**src/rtl/spi_byte_master.sv**
```systemverilog
// Byte-wide SPI master, mode 0, MSB first. One start strobe moves one byte out on sdo
// while the byte arriving on sdi is assembled into dout.
module spi_byte_master #(
    parameter logic       SDO_IDLE = 1'b1,
    parameter logic [7:0] DOUT_RST = 8'hFF
) (
    input  logic       cpu_clock,
    input  logic       rst_n,
    input  logic       start,
    input  logic [7:0] din,
    input  logic [1:0] speed,
    output logic [7:0] dout,
    output logic       rdy,
    output logic       sck,
    output logic       sdo,
    input  logic       sdi
);

    typedef enum logic {
        ST_IDLE  = 1'b0,
        ST_SHIFT = 1'b1
    } state_t;

    state_t      state_r, state_s;
    logic [1:0]  spd_r, spd_s;
    logic [2:0]  phase_r, phase_s;
    logic [3:0]  edge_r, edge_s;
    logic [7:0]  tx_r, tx_s;
    logic [7:0]  rx_r, rx_s;
    logic [7:0]  dout_r, dout_s;
    logic        rdy_r, rdy_s;
    logic        sck_r, sck_s;
    logic        sdo_r, sdo_s;

    // Last phase count of a half period: H - 1 with H = 2^spd.
    function automatic logic [2:0] half_last(input logic [1:0] spd);
        logic [2:0] last;
        case (spd)
            2'd0:    last = 3'd0;
            2'd1:    last = 3'd1;
            2'd2:    last = 3'd3;
            2'd3:    last = 3'd7;
            default: last = 3'd0;
        endcase
        return last;
    endfunction

    // State and output registers; async reset aborts any transfer in flight.
    always_ff @(posedge cpu_clock or negedge rst_n) begin
        if (!rst_n) begin
            state_r <= ST_IDLE;
            spd_r   <= 2'd0;
            phase_r <= 3'd0;
            edge_r  <= 4'd0;
            tx_r    <= 8'd0;
            rx_r    <= 8'd0;
            dout_r  <= DOUT_RST;
            rdy_r   <= 1'b1;
            sck_r   <= 1'b0;
            sdo_r   <= SDO_IDLE;
        end else begin
            state_r <= state_s;
            spd_r   <= spd_s;
            phase_r <= phase_s;
            edge_r  <= edge_s;
            tx_r    <= tx_s;
            rx_r    <= rx_s;
            dout_r  <= dout_s;
            rdy_r   <= rdy_s;
            sck_r   <= sck_s;
            sdo_r   <= sdo_s;
        end
    end

    // Next-state logic: accept in IDLE, then toggle sck every H cycles for 16 edges.
    always_comb begin
        state_s = state_r;
        spd_s   = spd_r;
        phase_s = phase_r;
        edge_s  = edge_r;
        tx_s    = tx_r;
        rx_s    = rx_r;
        dout_s  = dout_r;
        rdy_s   = rdy_r;
        sck_s   = sck_r;
        sdo_s   = sdo_r;
        case (state_r)
            ST_IDLE: begin
                if (start) begin
                    state_s = ST_SHIFT;
                    rdy_s   = 1'b0;
                    sck_s   = 1'b0;
                    sdo_s   = din[7];
                    tx_s    = {din[6:0], 1'b0};
                    spd_s   = speed;
                    phase_s = 3'd0;
                    edge_s  = 4'd0;
                end else begin
                    rdy_s = 1'b1;
                end
            end
            ST_SHIFT: begin
                if (phase_r == half_last(spd_r)) begin
                    phase_s = 3'd0;
                    sck_s   = ~sck_r;
                    edge_s  = edge_r + 4'd1;
                    if (!sck_r) begin
                        rx_s = {rx_r[6:0], sdi};
                    end else if (edge_r == 4'd15) begin
                        // Final falling edge: rx already holds all eight bits.
                        state_s = ST_IDLE;
                        rdy_s   = 1'b1;
                        dout_s  = rx_r;
                        sdo_s   = SDO_IDLE;
                        edge_s  = 4'd0;
                    end else begin
                        sdo_s = tx_r[7];
                        tx_s  = {tx_r[6:0], 1'b0};
                    end
                end else begin
                    phase_s = phase_r + 3'd1;
                end
            end
            default: begin
                state_s = ST_IDLE;
                rdy_s   = 1'b1;
                sck_s   = 1'b0;
                sdo_s   = SDO_IDLE;
            end
        endcase
    end

    assign dout = dout_r;
    assign rdy  = rdy_r;
    assign sck  = sck_r;
    assign sdo  = sdo_r;

endmodule

```
**config.mk**
```make
export PLATFORM = sky130hd
export DESIGN_NAME = spi_byte_master
export DESIGN_NICKNAME = d
export VERILOG_FILES = /design/src/rtl/spi_byte_master.sv
export SDC_FILE = /design/constraint.sdc
export NUM_CORES = 1
export LEC_CHECK = 0
export ABC_AREA = 1
export BUFFER_PORTS_ARGS = -buffer_cell sky130_fd_sc_hd__buf_2
export CAP_MARGIN = 20
export CORE_ASPECT_RATIO = 0.5
export CORE_MARGIN = 2
export CORE_UTILIZATION = 56
export DETAILED_ROUTE_END_ITERATION = 10
export GPL_TIMING_DRIVEN = 0
export PLACE_DENSITY = 0.88
export SYNTH_ARGS = -nofsm -noshare
export SYNTH_HDL_FRONTEND = slang
export SYNTH_SLANG_ARGS = --single-unit
```
**constraint.sdc**
```tcl
create_clock -name cpu_clock -period 2 [get_ports cpu_clock]
set_input_delay 0.1 -clock cpu_clock [delete_from_list [all_inputs] [get_ports cpu_clock]]
set_output_delay 0.1 -clock cpu_clock [all_outputs]
set_load 0.02 [all_outputs]
```
## After elaboration in Yosys (flattened, before gate mapping)

Index checks and enable logic that the tools add are counted.
Widths: inputs -> output; s select.

| word-level totals | value |
|---|---|
| register bits | 37 |
| bits of input ports | 14 |
| logic and storage cells | 65 |

| operators by class | value |
|---|---|
| $add $sub $neg | 2 |
| equality and inequality tests | 10 |
| muxes and demuxes | 33 |
| bitwise gates (word level) | 2 |
| reduce and logical (&&, ||, !) cells | 8 |

Operator list:

| operator | count |
|---|---|
| $mux 8 | 4 |
| $mux 4 | 4 |
| $pmux 8 s2 | 1 |
| $mux 1 | 14 |
| $pmux 3 s4 | 1 |
| $mux 3 | 3 |
| $reduce_and 3->1 | 3 |
| $pmux 1 s2 | 4 |
| $pmux 4 s2 | 1 |
| $reduce_and 4->1 | 2 |
| $ne 2x1->1 const B | 3 |
| $pmux 3 s2 | 1 |
| $add 4x1->4 const B | 1 |
| $eq 2x2->1 const B | 2 |
| $eq 4x4->1 const B | 1 |
| $ne 2x2->1 const B | 2 |
| $reduce_and 2->1 | 2 |
| $add 3x1->3 const B | 1 |
| $eq 3x3->1 | 1 |
| $eq 2x1->1 const B | 1 |
| $logic_not 2->1 | 1 |
| $not 1->1 | 2 |

## Logic depth before layout (Yosys ltp)

| depth | value |
|---|---|
| word-level depth | 6 |
| gate-level depth with buffers | 10 |
| gate-level depth less buffers | 9 |

## Least setup slack after synthesis

Ideal clock, no wire load.

| timing | value |
|---|---|
| kind | register to register |
| start | reg edge_r[0] |
| end | reg tx_r[1] |
| data arrival time | 1334 ps |
| required time | 1883 ps |
| slack | 549 ps |
| stages on the path, launching flop included | 8 |
| path buffers | 0 |
| clock period less this slack | 1451 ps |
| cells stage by stage | dfrtp_1 -> ha_1 -> nand3_1 -> inv_1 -> o21ai_2 -> nand3_2 -> nand2_1 -> nand2_1 |

| between the ends | value |
|---|---|
| cells in the longest elaborated chain, start to end | 3 |

RTL lines:

| item | line | source |
|---|---|---|
| start: declaration | 27 | `logic [3:0] edge_r, edge_s;` |
| start signal: assignment | 65 | `edge_r <= edge_s;` |
| $eq 4x4->1 | 109 | `end else if (edge_r == 4'd15) begin` |
| $ne 2x2->1 (no source line) | -- |  |
| $reduce_and 4->1 (no source line) | -- |  |
| end signal: assignment | 66 | `tx_r <= tx_s;` |
| end: declaration | 28 | `logic [7:0] tx_r, tx_s;` |

Every way passes these cells.
A chain may end at the register's enable or synchronous reset.

## Worst setup path after layout

Same ends and word-level chain as after synthesis.

==> results_dict.tcl <==
set metrics [dict create \
    maxSlewViolCount 0 \
    syn_to_final_growth_pct 15.1 \
    hold_viol 0 \
    grt_pass1_vias 1412 \
    row_count 14 \
    max_slew.worst_pin.slew_ns 0.772 \
    fmax_ghz 0.572 \
    track_usage 0.207 \
    slew_headroom 0.485 \
    antenna_found_initial 0 \
    dp_hpwl_um 2310 \
    overflow 0 \
    crit_type "reg2reg" \
    powerDensity_mw_per_mm2 642 \
    initial_core_util 0.592 \
    cp_max_fo 8 \
    place.gp.congestion 0.790 \
    synth_top_area_cell "dfrtp_1" \
    period_share 0.874 \
    post_cts_resized 0 \
    synth_cells 200 \
    clk_latency_ns 0.29 \
    clkSlewWorstSetupHoldPaths_ns 0.07 \
    end_kind "register" \
    drt_pre_antenna_iters 4 \
    wl_per_cell_um 12.1 \
    tns_ns 0 \
    cts-root-buf "clkbuf_8" \
    routed_via_density 5.16 \
    peakVddDrop_v 0.000455 \
    avgSynthCellArea_um2 8.96 \
    numPortBuffers 24 \
    netlist_area_mm2 0.00179 \
    yosysSeqAreaShare 0.509 \
    rsz0062_at_grt "no" \
    diodes 0 \
    grt_pass1_wl_um 5850 \
    synthTopCellsByCount "77 x nand2_1, 26 x dfrtp_1, 16 x inv_1" \
    cts_buffer_depth 2 \
    die-width_um 84.0 \
    syn-num-nets 216 \
    period_needed_ns 1.75 \
    vias 1408 \
    drt-initial-drc-count 48 \
    dieHeight_um 44.0 \
    p_leak_nw 1.10 \
    core-area_mm2 0.00303 \
    async_flop_share 1.00 \
    maxCapViolCount 0 \
    synth-seq-cells 36 \
    io_pins 25 \
    drc 0 \
    cts_tree "done" \
    worstHoldPathType "in2reg" \
    setup-violations-final 0 \
    synth_most_common_cell "nand2_1" \
    dieArea_mm2 0.00370 \
    cp-start-kind "register" \
    ys_types 28 \
    synth_area_leaders "dfrtp_1 36%, nand2_1 16%, dfstp_2 15%, o21ai_2 7.3%, inv_1 3.3%" \
    ant_nets 0 \
    cp.arrival_ns 1.93 \
    finalPower_mw 1.32 \
    yosys_warnings 0 \
    htree_num_levels 2 \
    numCtsBuffers 5 \
    grt_start_max_net_pins 37 \
    drive_above_1_share 0.318 \
    nNetsFinal 248 \
    fill_cells 251 \
    synth_top_area_share 0.363 \
    status "finished, final reports clean" \
    clock-sinks 36 \
    synth_ff_type "dfrtp_1" \
    fin_skew_ns 0.00334 \
    worstPathRequired_ns 2.18 \
    wl_um 3290 \
    synth_edf_count 0 \
]
## logic make-up (layout without fill, tap and decap cells)
kind of cell             after synthesis  after routing  synth area share
AND/OR/NAND/NOR                      109            109             0.288
flip-flops                            36             36             0.509
AO/OA/AOI/OAI                         25             25             0.102
buffers and inverters                 25             58            0.0719
XOR/XNOR                               3              3            0.0147
adder cells (fa/ha/maj)                2              2            0.0140
## state kept, by name, indices dropped and copies added (netlist names)
name and cells:
dout 8, rx_r 8, tx_r 7, edge_r 4, phase_r 3, spd_r 2
rdy 1, sck 1, sdo 1, state_r 1
## power by group
group | switching [mW] | total (mW) | internal, mW
combinational | 0.0290 | 0.0456 | 0.0166
clock | 0.256 | 0.537 | 0.281
sequential | 0.00440 | 0.742 | 0.737
total | 0.289 | 1.32 | 1.03
## layout make-up
class                           instances  area (um^2)  area share
Sequential cell                        36          913       0.443
Tap cell                               40         50.0      0.0243
Inverter                               19         73.8      0.0358
Buffer                                  6         55.1      0.0267
Timing Repair Buffer                   25          130      0.0631
Clock buffer                            8         90.1      0.0437
Multi-Input combinational cell        139          751       0.364
## critical path, stage by stage (launching register included)
cell	delay (ns)
dfrtp_1	0.42
ha_1	0.24
nand3_1	0.17
inv_1	0.09
o21ai_2	0.33
nand3_2	0.22
nand2_1	0.10
nand2_1	0.06
## path summary, 6_finish.rpt
check                                      start                endpoint  slack, ns  cells past startpoint
max                        edge_r[0]$_DFFE_PN0P_     tx_r[1]$_DFFE_PN0P_       0.25                      7
min                                     speed[1]    spd_r[1]$_DFFE_PN0P_      0.005                      3
max reg2reg                edge_r[0]$_DFFE_PN0P_     tx_r[1]$_DFFE_PN0P_       0.25                      7
min reg2reg                      rdy$_DFFE_PN1P_         rdy$_DFFE_PN1P_       0.46                      2
max in group asynchronous                  rst_n     rx_r[6]$_DFFE_PN0P_       1.08                      2
min in group asynchronous                  rst_n  phase_r[0]$_DFFE_PN0P_       0.42                      2
## layout by cell type, fill, tap and decap left out, types with 3 or more instances in the layout
master / netlist / routed
xnor2_1: 3 / 3
o21ai_0: 5 / 5
inv_1: 16 / 16
nand2_2: 4 / 4
nand4_1: 9 / 9
nor2_1: 3 / 3
dfstp_2: 10 / 10
clkbuf_8: 0 / 6
nand3_1: 8 / 8
buf_2: 2 / 26
o21ai_1: 3 / 3
o21ai_2: 15 / 15
nand2_4: 3 / 3
nand2_1: 77 / 77
dfrtp_1: 26 / 26
## metal layers
metal / GRT usage / vias to the layer above / part of all wire
met5: 0 / - / 0
met4: 0.0871 / 0 / 0.013
met3: 0.0597 / 5 / 0.040
met2: 0.370 / 25 / 0.49
met1: 0.243 / 669 / 0.46
li1: - / 709 / -
## timing repair
action | in CTS | in global routing
hold endpoints to repair | 26 | 0
hold buffers | 1 | 0
endpoints found under the setup margin | 0 | 0
buffers inserted | 0 | 0
## metrics by stage
step | setup slack [ns] | std cells | hold WS, ns | utilization | area, um^2
6_report | 0.253 | 273 | 0.00531 | 0.681 | 2060
5_1_grt | 0.113 | 273 | 0.0444 | 0.681 | 2060
4_1_cts | 0.271 | 273 | 0.0102 | 0.681 | 2060
3_5_place_dp | 0.300 | 264 | 0.228 | 0.648 | 1960
3_3_place_gp | 0.321 | 264 | 0.218 | 0.648 | 1960
2_1_floorplan | 0.549 | 200 | -0.196 | - | 1790
Note: power is estimated with default switching activity, not from simulation.
